--- src/rtl/timer_tick_sel.sv ---
// Timer tick source selector: synchronises NSRC slow tick sources, picks one via a
// blanked registered select, and drives a loadable one-shot / auto-reload down-counter.
module timer_tick_sel #(
  parameter int NSRC  = 4,
  parameter int SEL_W = 2,
  parameter int CNT_W = 16
) (
  input  logic             clk,
  input  logic             rst_n,
  input  logic [NSRC-1:0]  src_in,
  input  logic [SEL_W-1:0] sel,
  input  logic             start,
  input  logic             stop,
  input  logic [CNT_W-1:0] load_val,
  input  logic             auto_reload,
  output logic             tick_out,
  output logic [CNT_W-1:0] count,
  output logic             running,
  output logic             expire
);

  localparam int unsigned NSEL = 2 ** SEL_W;

  typedef enum logic {
    IDLE = 1'b0,
    RUN  = 1'b1
  } state_e;

  state_e           state_q, state_d;
  logic [NSRC-1:0]  s1_q, s1_d, s2_q, s2_d, s3_q, s3_d;
  logic [SEL_W-1:0] sel_q, sel_d;
  logic [1:0]       blank_q, blank_d;
  logic             tick_q, tick_d;
  logic [CNT_W-1:0] count_q, count_d;
  logic [CNT_W-1:0] reload_q, reload_d;
  logic             mode_q, mode_d;
  logic             expire_q, expire_d;
  logic [NSEL-1:0]  rise_ext;
  logic             tick_int;

  // Rise vector is zero-extended to the full select range so out-of-range selects see no ticks.
  always_comb begin
    s1_d  = src_in;
    s2_d  = s1_q;
    s3_d  = s2_q;
    sel_d = sel;
    rise_ext = '0;
    rise_ext[NSRC-1:0] = s2_q & ~s3_q;
    if (sel != sel_q) begin
      blank_d = 2'd2;
    end else if (blank_q != 2'd0) begin
      blank_d = blank_q - 2'd1;
    end else begin
      blank_d = 2'd0;
    end
    tick_int = rise_ext[sel_q] & (blank_q == 2'd0);
    tick_d   = tick_int;
  end

  // State register
  always_ff @(posedge clk or negedge rst_n) begin
    if (!rst_n) begin
      state_q  <= IDLE;
      s1_q     <= '0;
      s2_q     <= '0;
      s3_q     <= '0;
      sel_q    <= '0;
      blank_q  <= '0;
      tick_q   <= 1'b0;
      count_q  <= '0;
      reload_q <= '0;
      mode_q   <= 1'b0;
      expire_q <= 1'b0;
    end else begin
      state_q  <= state_d;
      s1_q     <= s1_d;
      s2_q     <= s2_d;
      s3_q     <= s3_d;
      sel_q    <= sel_d;
      blank_q  <= blank_d;
      tick_q   <= tick_d;
      count_q  <= count_d;
      reload_q <= reload_d;
      mode_q   <= mode_d;
      expire_q <= expire_d;
    end
  end

  // Next state: stop beats start, start beats a tick.
  always_comb begin
    state_d  = state_q;
    count_d  = count_q;
    reload_d = reload_q;
    mode_d   = mode_q;
    expire_d = 1'b0;
    if (stop) begin
      state_d = IDLE;
    end else if (start) begin
      if (load_val != '0) begin
        count_d  = load_val;
        reload_d = load_val;
        mode_d   = auto_reload;
        state_d  = RUN;
      end else begin
        count_d  = '0;
        expire_d = 1'b1;
        state_d  = IDLE;
      end
    end else if ((state_q == RUN) && tick_int) begin
      if (count_q > CNT_W'(1)) begin
        count_d = count_q - CNT_W'(1);
      end else begin
        expire_d = 1'b1;
        if (mode_q) begin
          count_d = reload_q;
        end else begin
          count_d = '0;
          state_d = IDLE;
        end
      end
    end
  end

  // Outputs
  always_comb begin
    tick_out = tick_q;
    count    = count_q;
    running  = (state_q == RUN);
    expire   = expire_q;
  end

endmodule

--- config.mk ---
export PLATFORM = sky130hd
export DESIGN_NAME = timer_tick_sel
export DESIGN_NICKNAME = d
export VERILOG_FILES = /design/src/rtl/timer_tick_sel.sv
export SDC_FILE = /design/constraint.sdc
export NUM_CORES = 1
export LEC_CHECK = 0
export ABC_AREA = 1
export CORE_MARGIN = 8
export CORE_UTILIZATION = 48
export DETAILED_ROUTE_END_ITERATION = 7
export HOLD_SLACK_MARGIN = 0.12
export PLACE_DENSITY = 0.73
export SLEW_MARGIN = 0
export SYNTH_ARGS = -nofsm -noshare
export SYNTH_HDL_FRONTEND = slang
export SYNTH_SLANG_ARGS = --single-unit
--- constraint.sdc ---
create_clock -name clk -period 1.4 [get_ports clk]
set_input_delay 0.28 -clock clk [delete_from_list [all_inputs] [get_ports clk]]
set_output_delay 0.28 -clock clk [all_outputs]
set_load 0.03 [all_outputs]
==> results of run 1 <==
==> sequential cells by signal, indices dropped and copies added, names as in the netlist <==
| register | count |
|---|---|
| count | 16 |
| reload_q | 16 |
| s1_q | 4 |
| s2_q | 4 |
| s3_q | 4 |
| blank_q | 2 |
| sel_q | 2 |
| expire | 1 |
| mode_q | 1 |
| running | 1 |
| tick_out | 1 |
==> final cells by class <==
cell class                 instances  area share (%)
sequential                        52           30.55
clock buffer                       5           1.590
inverter                          40           3.642
multi-input combinational        283           35.29
tap                               75           2.168
timing repair buffer             119           26.27
clock inverter                     3          0.4913
==> cell usage after synthesis <==
cell type  instances
nor3_1             1
o21ai_2            2
o21ai_1            4
nand4_1           15
nand3b_1           2
nor2_4             4
o21bai_1           1
xnor2_1            3
o21ai_0           20
clkbuf_1           4
nand2_1          152
nand2_4            1
buf_2              4
xor2_1             1
buf_6              2
a21oi_1            2
ha_1               2
inv_4              1
nor2_2             5
buf_4              2
nand3_2            4
nand2_2            3
inv_1             39
nor2_1            27
nand3_1           33
dfrtp_1           52
==> kinds of logic after synthesis <==
kind of cell               after synthesis  share of synthesized area, %
AOI/OAI and AO/OA                       29                         5.465
adders and majority gates                2                        0.8813
buffers and inverters                   52                         7.933
DFF                                     52                         45.84
and+or+nand+nor                        247                         38.65
xor gates and xnor gates                 4                         1.234
==> power by group through the flow <==
stage / combinational [mW] / clock (mW) / sequential [mW]
2_1_floorplan: 0.855 / 0 / 2.10
3_3_place_gp: 1.84 / 0 / 1.89
3_5_place_dp: 1.87 / 0 / 1.90
4_1_cts: 2.00 / 0.906 / 1.87
5_1_grt: 2.49 / 0.963 / 1.90
6_report: 2.30 / 0.892 / 1.88
==> per-layer routing <==
metal / wire [um] / global-route usage [%] / up-vias
met1: 3665 / 22.75 / 1347
li1: - / - / 1453
met5: 0 / 0 / -
met3: 439 / 3.641 / 7
met2: 4302 / 31.95 / 71
met4: 87 / 5.503 / 0
==> what timing repair did <==
item                                   4_1_cts  5_1_grt
pin swaps                                    9       17
setup endpoints to repair                   25       38
buffers inserted                             2       13
endpoints found under the hold margin       52        0
gates cloned                                 2        3
hold buffers                                 1        0
resized for setup                           32       57
==> per-stage QoR <==
step           instance area [um2]  power (mW)  utilization, %  instances
6_report                      4329       5.071           74.44        577
5_1_grt                       4329       5.357           74.44        577
4_1_cts                       4006       4.778           68.89        562
3_5_place_dp                  3794       3.775           65.23        549
3_3_place_gp                  3794       3.730           65.23        549
2_1_floorplan                 2930       2.951               -        386
==> worst paths after layout <==
check / startpoint / to / depth (start not counted) / slack (ns)
setup / recovery: count[7] / count[3] / 11 / -0.20
hold reg to reg: s1_q[2] / s2_q[2] / 0 / 0.36
max in group asynchronous: rst_n / count[1] / 3 / 0.65
setup reg to reg: count[7] / count[3] / 11 / -0.20
min in group asynchronous: rst_n / blank_q[1] / 3 / 0.47
hold / removal: load_val[7] / reload_q[7] / 3 / 0.29
==> tightest hold or removal path, stage by stage <==
cell and delay [ns]:
dlymetal6s2s_1 0.14, inv_2 0.07, o21ai_1 0.07
==> flow_summary.toml, run 1 <==
[route]
vias = 2878
wl_mm = 8.494
drt_iter0_markers = 161
dr.pass1.iters = 5
ant_nets = 0
drc = 0
viasPerCell = 4.988
wl_per_cell_um = 14.72

[sta]
setup_viol = 30
holdWs_ns = 0.2853
worstMarginPinSlew_ns = 0.3297
setup_ws_ns = -0.2020
finClkSkew_ns = 0.01089
rsz0062_at_grt = "true"
fmax_mhz = 624.2
hold_violations = 0
period_needed_ns = 1.602
maxSlewHeadroom_pct = 78.11
period_share_pct = 114.4
slew_viol_final = 0
tns_ns = -2.820

[global_route]
gr-total-overflow = 0
track_usage_pct = 18.52
grt_pass1_wl_mm = 12.91
grt_max_degree = 53
antenna_found_initial = 0
grt_pass1_vias = 2765

[synthesis]
ys_ff_latch = 52
ys_seq_area_share_pct = 45.84
yosysTopAreaCell = "dfrtp_1"
syn_nets = 415
yosysWarnings = 0
synth_area_um2 = 2839
synth_top_area_share_pct = 45.84
synth_cell_type_count = 26
avgSynthCellArea_um2 = 7.355
postSynthCellCount = 386
synthTopCellsByArea = "dfrtp_1, nand2_1, nand3_1"

[place]
portBuffers = 45
place_congestion = 0.8358
dp_hpwl_mm = 5.756
pre_cts_slack_ns = -0.3594

[clock_tree]
h-tree-depth = 2
clk_pin_slew_ns = 0.10
cts_buffers = 5
worstSkewPairLatency_ns = 0.32
cts_tree = "yes"
cts_root_buf = "clkbuf_8"
cts_buffer_depth = 2
clock_sink_count = 52

[finish]
ff_latch_area_um2 = 1323
final_nets = 530
drive_gt1_share_pct = 34.26
area_growth_pct = 52.49
layout_commonest_cell = "nand2_1"
diodes = 0
fillers = 456
multiInputGateArea_um2 = 1528
mostFrequentLayoutCells = "nand2_1, buf_4, dfrtp_1"

[power_and_ir_drop]
p_clk_share_pct = 17.6
p_sw_share_pct = 38.54
seqPwrFrac_pct = 37.1
leakage_nw = 2.285
internal_power_mw = 3.117
vdd_drop_max_mv = 0.8130
powerDensity_nw_per_um2 = 1171
p_sw_mw = 1.954
pwr-share-comb_pct = 45.3

[critical_path]
cp.arrival_ns = 1.86
critPathBufInv = 2
critPathSlowestCell = "dfrtp_2"
crit_family = "simple AND/OR/NAND/NOR gates"
cpPeakStageDelay_ns = 0.45
start_kind = "flop"
cp_cell_sequence = "nor2_4 -> nand3_2 -> nor2_4 -> buf_4 -> clkbuf_16 -> nand4_1 -> o21ai_1 -> nand2_1 -> nand2_1 -> nand2_1 -> nand2_1"
crit_fanout = 7
crit_required_ns = 1.66
endpoint_kind = "flop"
crit_type = "flop to flop"
crit_top_cell = "nand2_1"

[floorplanning]
num_rows = 28
coreArea_um2 = 5816
die_h_um = 92.91
dieArea_um2 = 8631
die_w_um = 92.91
start_util_pct = 48.82
ios = 46

[worst_hold_path]
holdCritPathClass = "primary input to flop"

[status]
outcome = "finished, violations left"
violations = "setup timing"

[run]
max_cap_violations = 0
Power figures use the tool's default switching activity.
==> inputs of run 2 (changes only) <==
- SKIP_LAST_GASP: default -> 1
==> run 2 against run 1 <==
Effect of this change:
- the flow still finishes with violations (setup timing)
- combinational power hardly changed
- highest routed layer unchanged
- global-route usage about the same
- core utilization up 0.99 points
- critical endpoint unchanged
- clock skew rose by 0.0018 ns
- final cell count grew 1.2%
- first-iteration DRC count grew 20%
- cell area increased by 1.3%
- register-to-register slack about the same
==> flow_summary.toml, run 2 (synthesis results as in run 1) <==
[status]
outcome = "finished, violations left"
violations = "setup timing"

[global_route]
grt_pass1_wl_mm = 12.89
gr-total-overflow = 0
antenna_found_initial = 0
track_usage_pct = 18.49
grt_max_degree = 53
grt_pass1_vias = 2763

[finish]
diodes = 0
final_nets = 537
area_growth_pct = 54.52
fillers = 439
fin_cells = 584
drive_gt1_share_pct = 35.17
layout_commonest_cell = "nand2_1"
mostFrequentLayoutCells = "nand2_1, buf_4, dfrtp_1"

[place]
pre_cts_slack_ns = -0.3594
placed_cells = 549
place_congestion = 0.8358
portBuffers = 45
dp_hpwl_mm = 5.756

[critical_path]
crit_fanout = 7
crit_top_cell = "nand2_1"
r2r_slack_ns = -0.21
crit_family = "simple AND/OR/NAND/NOR gates"
r2r_start = "count[7]"
critPathSlowestCell = "dfrtp_2"
endpoint_kind = "flop"
critPathBufInv = 2
cpPeakStageDelay_ns = 0.45
crit_type = "flop to flop"
cp_cell_sequence = "nor2_4 -> nand3_2 -> nor2_4 -> buf_4 -> clkbuf_16 -> nand4_1 -> o21ai_1 -> nand2_1 -> nand2_1 -> nand2_1 -> nand2_1"
crit_required_ns = 1.65
cp.arrival_ns = 1.86
crit_start = "count[7]"
ff2ff_path_depth = 11
r2r_end = "count[3]"
start_kind = "flop"
cp.depth = 11
cp-endpoint = "count[3]"

[clock_tree]
cts_buffers = 5
clock_sink_count = 52
cts_tree = "yes"
h-tree-depth = 2
cts_root_buf = "clkbuf_8"
cts_buffer_depth = 2
worstSkewPairLatency_ns = 0.31
clk_pin_slew_ns = 0.10

[route]
wl_met3_um = 502
wl_met2_mm = 4.489
drc = 0
dr.pass1.iters = 5
viasPerCell = 5.082
vias = 2968
ant_nets = 0
drt-met1-wl_mm = 3.626
wl_per_cell_um = 14.87
drt_iter0_markers = 194
wl_mm = 8.685
dr.max_layer_used = "met4"

[sta]
hold_violations = 0
setup_ws_ns = -0.2109
maxSlewHeadroom_pct = 78.07
finClkSkew_ns = 0.01268
period_needed_ns = 1.611
slew_viol_final = 0
fmax_mhz = 620.8
period_share_pct = 115.1
rsz0062_at_grt = "true"
worstMarginPinSlew_ns = 0.3302
setup_viol = 23

[floorplanning]
die_w_um = 92.91
die_h_um = 92.91
num_rows = 28
ios = 46
start_util_pct = 48.82
dieArea_um2 = 8631
coreArea_um2 = 5816

[worst_hold_path]
holdCritPathClass = "primary input to flop"

[power_and_ir_drop]
total_power_mw = 5.056
powerDensity_nw_per_um2 = 1152
vdd_drop_max_mv = 0.8438
leakage_nw = 2.363

[run]
max_cap_violations = 0
## run 2: what timing repair did
item	in CTS	in global routing
hold buffers	1	0
gates resized for setup	26	55
endpoints found under the setup margin	25	38
cloned	2	5
pin swaps	9	18
setup buffers	2	17
hold endpoints to repair	52	0
## run 2: worst min path at each step
stage	start	end	slack (ns)	cells after the start
CTS	s1_q[2]	s2_q[2]	0.36	0
finish	load_val[7]	reload_q[7]	0.29	3
global placement	rst_n	sel_q[1]	0.29	2
floorplan	rst_n	blank_q[0]	-0.02	0
detailed placement	rst_n	blank_q[1]	0.30	2
global route	load_val[7]	reload_q[7]	0.29	3
## run 2: worst reg2reg max path, delay by kind of cell, from the launching register on
kind	cells	cell delay (ns)
buf+inv	2	0.28
flops	1	0.45
compound gates	1	0.09
simple gates	8	0.74
## run 2: through the flow
step	hold slack, ns	utilization, %	instance area [um2]	setup TNS, ns
finish	0.2904	75.43	4387	-2.985
global route	0.2922	75.43	4387	-4.653
CTS	0.3632	68.61	3990	-2.027
detailed placement	0.3037	65.23	3794	-7.661
global placement	0.2887	65.23	3794	-6.809
floorplan	-0.01559	-	2930	-1.616
## run 2: layout make-up
class	count	area [um2]	area share (%)
tap	75	93.84	2.139
clock buffer	5	68.82	1.569
clock inverter	3	21.27	0.4849
multi-input combinational	283	1520	34.65
inverter	40	157.7	3.594
timing repair buffer	126	1202	27.41
sequential	52	1323	30.15
## run 2: routing by layer
layer	global-route usage [%]	up-vias
li1	-	1463
met1	22.70	1390
met2	31.89	109
met3	3.641	6
met4	5.503	0
met5	0	-
## run 2: power by group
part | switching, mW | total [mW] | internal (mW)
combinational | 1.23 | 2.30 | 1.07
clock | 0.524 | 0.879 | 0.356
sequential | 0.179 | 1.88 | 1.70
total | 1.93 | 5.06 | 3.12
==> inputs of run 3 (changes only) <==
- CORE_UTILIZATION: 48 -> 45
- PLACE_DENSITY: 0.73 -> 0.69
==> run 3 against run 2 <==
Effect of this change:
- the run still ends with setup timing left
- total power decreased by 0.94%
- core utilization down 8.2 points
- first-iteration DRC count shrank 33%
- critical path depth is the same
==> flow_summary.toml, run 3 (synthesis results as in run 1) <==
[status]
outcome = "finished, violations left"
violations = "setup timing"

[critical_path]
critPathSlowestCell = "dfrtp_2"
cpPeakStageDelay_ns = 0.45
crit_type = "flop to flop"
critPathBufInv = 3
endpoint_kind = "flop"
cp.arrival_ns = 1.86
crit_required_ns = 1.61
crit_family = "simple AND/OR/NAND/NOR gates"
crit_fanout = 5
cp_cell_sequence = "inv_4 -> ha_4 -> nor2_4 -> nor2_4 -> buf_6 -> buf_4 -> nand3_1 -> nand3_1 -> o21ai_1 -> nand2_1 -> o21ai_2"
start_kind = "flop"

[global_route]
grt_max_degree = 40
grt_pass1_vias = 2863
grt_pass1_wl_mm = 13.29
antenna_found_initial = 0
gr-total-overflow = 0
track_usage_pct = 18.46

[clock_tree]
worstSkewPairLatency_ns = 0.32
clk_pin_slew_ns = 0.10
cts_buffer_depth = 2
h-tree-depth = 2
clock_sink_count = 52
cts_root_buf = "clkbuf_8"
cts_tree = "yes"
cts_buffers = 5

[floorplanning]
dieArea_um2 = 9107
die_w_um = 95.43
start_util_pct = 45.49
die_h_um = 95.43
coreArea_um2 = 6241
num_rows = 29
ios = 46

[finish]
diodes = 0
fin_cells = 578
ff_latch_area_um2 = 1321
mostFrequentLayoutCells = "nand2_1, buf_4, inv_1, dfrtp_1, nand3_1"
stdcell_area_um2 = 4195
layout_commonest_cell = "nand2_1"
fillers = 520
drive_gt1_share_pct = 32.53
multiInputGateArea_um2 = 1505
final_nets = 529
area_growth_pct = 47.77

[worst_hold_path]
holdCritPathClass = "primary input to flop"

[place]
placed_cells = 549
place_congestion = 0.8730
portBuffers = 45
dp_hpwl_mm = 5.878
placed_area_um2 = 3769

[power_and_ir_drop]
powerDensity_nw_per_um2 = 1194
vdd_drop_max_mv = 0.7743
leakage_nw = 2.184
total_power_mw = 5.008

[sta]
worstMarginPinSlew_ns = 0.3795
fmax_mhz = 606.0
finClkSkew_ns = 0.006818
setup_viol = 20
rsz0062_at_grt = "true"
hold_violations = 0
period_needed_ns = 1.650
tns_ns = -3.311
setup_ws_ns = -0.2503
period_share_pct = 117.9
slew_viol_final = 0
maxSlewHeadroom_pct = 74.70

[route]
vias = 2883
wl_mm = 8.068
drc = 0
drt_iter0_markers = 130
viasPerCell = 4.988
ant_nets = 0
dr.pass1.iters = 5
wl_per_cell_um = 13.96

[run]
max_cap_violations = 0
## run 3: layout make-up
type                       instances  share of cell area, %
clock buffer                       5                  1.640
clock inverter                     3                 0.6860
inverter                          40                  3.758
multi-input combinational        283                  35.88
sequential                        52                  31.49
tap                               77                  2.296
timing repair buffer             118                  24.25
## run 3: worst reg2reg max path, stage by stage (launching register included)
cell     delay [ns]
dfrtp_2        0.45
inv_4          0.09
ha_4           0.16
nor2_4         0.04
nor2_4         0.23
buf_6          0.15
buf_4          0.10
nand3_1        0.06
nand3_1        0.08
o21ai_1        0.06
nand2_1        0.08
o21ai_2        0.05
## run 3: report_power, final
| group | switching [mW] | internal [mW] |
|---|---|---|
| clock network | 0.568 | 0.379 |
| logic | 1.19 | 0.990 |
| registers | 0.182 | 1.70 |
| total | 1.94 | 3.07 |
## run 3: worst paths after layout
kind / from / endpoint / slack, ns / depth (start not counted)
worst max-delay path: count[1] / count[1] / -0.25 / 11
worst min-delay path: load_val[15] / reload_q[15] / 0.29 / 3
worst max register to register: count[1] / count[1] / -0.25 / 11
worst min register to register: s1_q[3] / s2_q[3] / 0.36 / 0
max in group asynchronous: rst_n / s3_q[3] / 0.47 / 3
min in group asynchronous: rst_n / count[7] / 0.40 / 2
## run 3: routing by layer
| metal | part of all wire [%] | routed length [um] | global-route usage [%] |
|---|---|---|---|
| met5 | 0 | 0 | 0 |
| met4 | 1.3 | 102 | 5.506 |
| met3 | 5.3 | 431 | 3.307 |
| met2 | 49 | 3980 | 31.24 |
| met1 | 44 | 3553 | 23.50 |
## run 3: metrics by stage
| step | hold slack [ns] | setup slack [ns] | utilization [%] |
|---|---|---|---|
| floorplan | -0.01559 | -0.1271 | - |
| global placement | 0.2098 | -0.3075 | 60.38 |
| detailed placement | 0.2159 | -0.3638 | 60.38 |
| CTS | 0.3650 | -0.1913 | 64.58 |
| global route | 0.3111 | -0.3537 | 67.22 |
| finish | 0.2941 | -0.2503 | 67.22 |
## run 3: what timing repair did
| action | 4_1_cts | 5_1_grt |
|---|---|---|
| endpoints found under the setup margin | 27 | 38 |
| gates cloned | 2 | 2 |
| buffers inserted | 8 | 10 |
| hold buffers | 1 | 0 |
| pin swaps | 12 | 18 |
| gates resized for setup | 25 | 33 |
| hold endpoints to repair | 13 | 0 |
==> RTL edit, RTL diff (config.mk and constraints of run 1) <==
Register the output `count`, without a reset; this adds one clock of latency there. The other outputs are not delayed to match.
--- a/src/rtl/timer_tick_sel.sv
+++ b/src/rtl/timer_tick_sel.sv
@@ -25,6 +25,8 @@
     IDLE = 1'b0,
     RUN  = 1'b1
   } state_e;
+
+  logic [CNT_W-1:0] count_c;
 
   state_e           state_q, state_d;
   logic [NSRC-1:0]  s1_q, s1_d, s2_q, s2_d, s3_q, s3_d;
@@ -124,10 +126,14 @@
   // Outputs
   always_comb begin
     tick_out = tick_q;
-    count    = count_q;
+    count_c  = count_q;
     running  = (state_q == RUN);
     expire   = expire_q;
   end
 
+  always_ff @(posedge clk) begin
+    count <= count_c;
+  end
+
 endmodule
 
Function: changed (Yosys sat finds a counterexample within 4 cycles, from zero or initial values and one cycle with rst_n low).
==> RTL edit against run 1 <==
- the run still ends with setup timing left
- global-route usage decreased by 0.63 points
- core utilization down 2.3 points
- final area increased by 6.4%
- first-iteration DRC count grew 12%
- sequential share of layout area rose by 4.7 points
- maximum frequency shrank 0.35%
- setup slack got worse by 5.6 ps
- power grew 24%
- area after synthesis is 12% higher
- synthesized cell count grew 7.3%
- sequential cell count increased by 16
- wire length up 0.73%
- largest power group is now registers
- highest routed layer unchanged
==> RTL edit: results (changes against run 1) <==
The count of cells along the worst register-to-register path was 10 (-1); the wire length of the first global-routing pass was 14,110 um (+9.3%). The async set or reset register ratio after synthesis was 76.47% (-24 points); the number of cells produced by synthesis was 414 (+7.3%). The worst path arrival time came out at 1900 ps (+40 ps).

The path with the worst hold slack has its endpoint at s1_q[2]$_DFF_PN0_. The number of DRC violations after detailed-routing iteration 0 is 181 (+12%), and the number of failing setup endpoints in the final timing report is 18 (-40%). The number of global-route vias before repair was 3,096 (+12%).

The total detailed-routing wirelength was 8556 um (+0.73%); the fraction of layout instances using a drive strength above 1 was 24.81% (-9.5 points). The clock insertion delay at the later pin of the skew report was 360 ps (+40 ps). For the slack of the critical path, the log shows -207.6 ps (-5.613 ps). The flow ran to the end, but the final reports show violations.

The complex-gate fraction of the synthesized area was 5.061% (-0.40 points). The checks that failed: setup timing. The logs give 6.296 mW (+24%) for the total chip power and 1330 uV (+64%) for the maximum ir drop on the vdd rail. The net count after synthesis was 443 (+6.7%); the TritonCTS buffer count was 9 (+4). The tools report the part of the power in registers as 38.6% (+1.5 points).

The run gives 353.9 ps (+68.60 ps) as the final worst hold slack. The run gives -2790 ps (+29.79 ps) as the setup TNS. The worst setup slack before clock tree synthesis was -323.3 ps (+36.14 ps). The leakage power is 2.374 nW (+3.9%). The number of different library cells in the post-synthesis netlist is 30 (+15%), and the placed wire-length estimate after detailed placement is 5927 um (+3.0%).

The worst hold path cell count is 1 (-2), and the portion of the post-synthesis area used by sequential elements is 50.84% (+5.0 points). The post-synthesis share of cell area spent on full adders, half adders and majority gates is 0.7846% (-0.097 points). The switching component of the power was 2.162 mW (+11%); the transition time of the tightest slew-check pin was 608.6 ps (+278.9 ps). The average via count per standard cell is 5.174 (+3.7%).

The worst hold path begins at src_in[2]. The buffer count from post-CTS setup fixing is 8 (+6). The combinational logic power was 2.02 mW (-12%); the number of nets in the layout was 556 (+4.9%).

The routability congestion estimate from global placement came out at 0.8408 (+0.60%). The worst clock skew is 5.963 ps (-4.925 ps). In this run the critical register-to-register path is launched from count_c[12]$_DFFE_PN0P_. Count of H-tree levels built during CTS: 3 (+1). After synthesis, the most frequently instantiated cells are nand2_1 (157), dfrtp_1 (52), inv_1 (40).
[RTL edit: worst max-delay path: stages, from the launching register on]
cell and delay (ps):
dfrtp_1 390, buf_4 150, nor2_2 100, nand2_1 100
nor2_2 160, nand2_1 110, nand2_4 120, nand3_1 90
nand2_1 110, nand2_1 70, a21oi_2 140
[RTL edit: cell type report]
type	count	area, um^2
fillers	472	1778
flip-flops and latches	68	1624
multi-input cells	292	1511
repair buffers	114	993.5
inverters	42	160.2
clock buffers	9	123.9
clock inverters	7	98.84
well taps	77	96.34
[RTL edit: layer usage]
metal	vias to the layer above	part of all wire [%]	track usage [%]
li1	1540	-	-
met1	1482	44	22.09
met2	113	48	28.56
met3	16	6.6	6.117
met4	0	1.6	5.594
met5	-	0	0
[RTL edit: stage by stage]
stage / util [%] / area (um^2)
5_1_grt: 72.16 / 4608
3_5_place_dp: 64.60 / 4125
4_1_cts: 70.79 / 4521
3_3_place_gp: 64.60 / 4125
6_report: 72.16 / 4608
2_1_floorplan: - / 3229
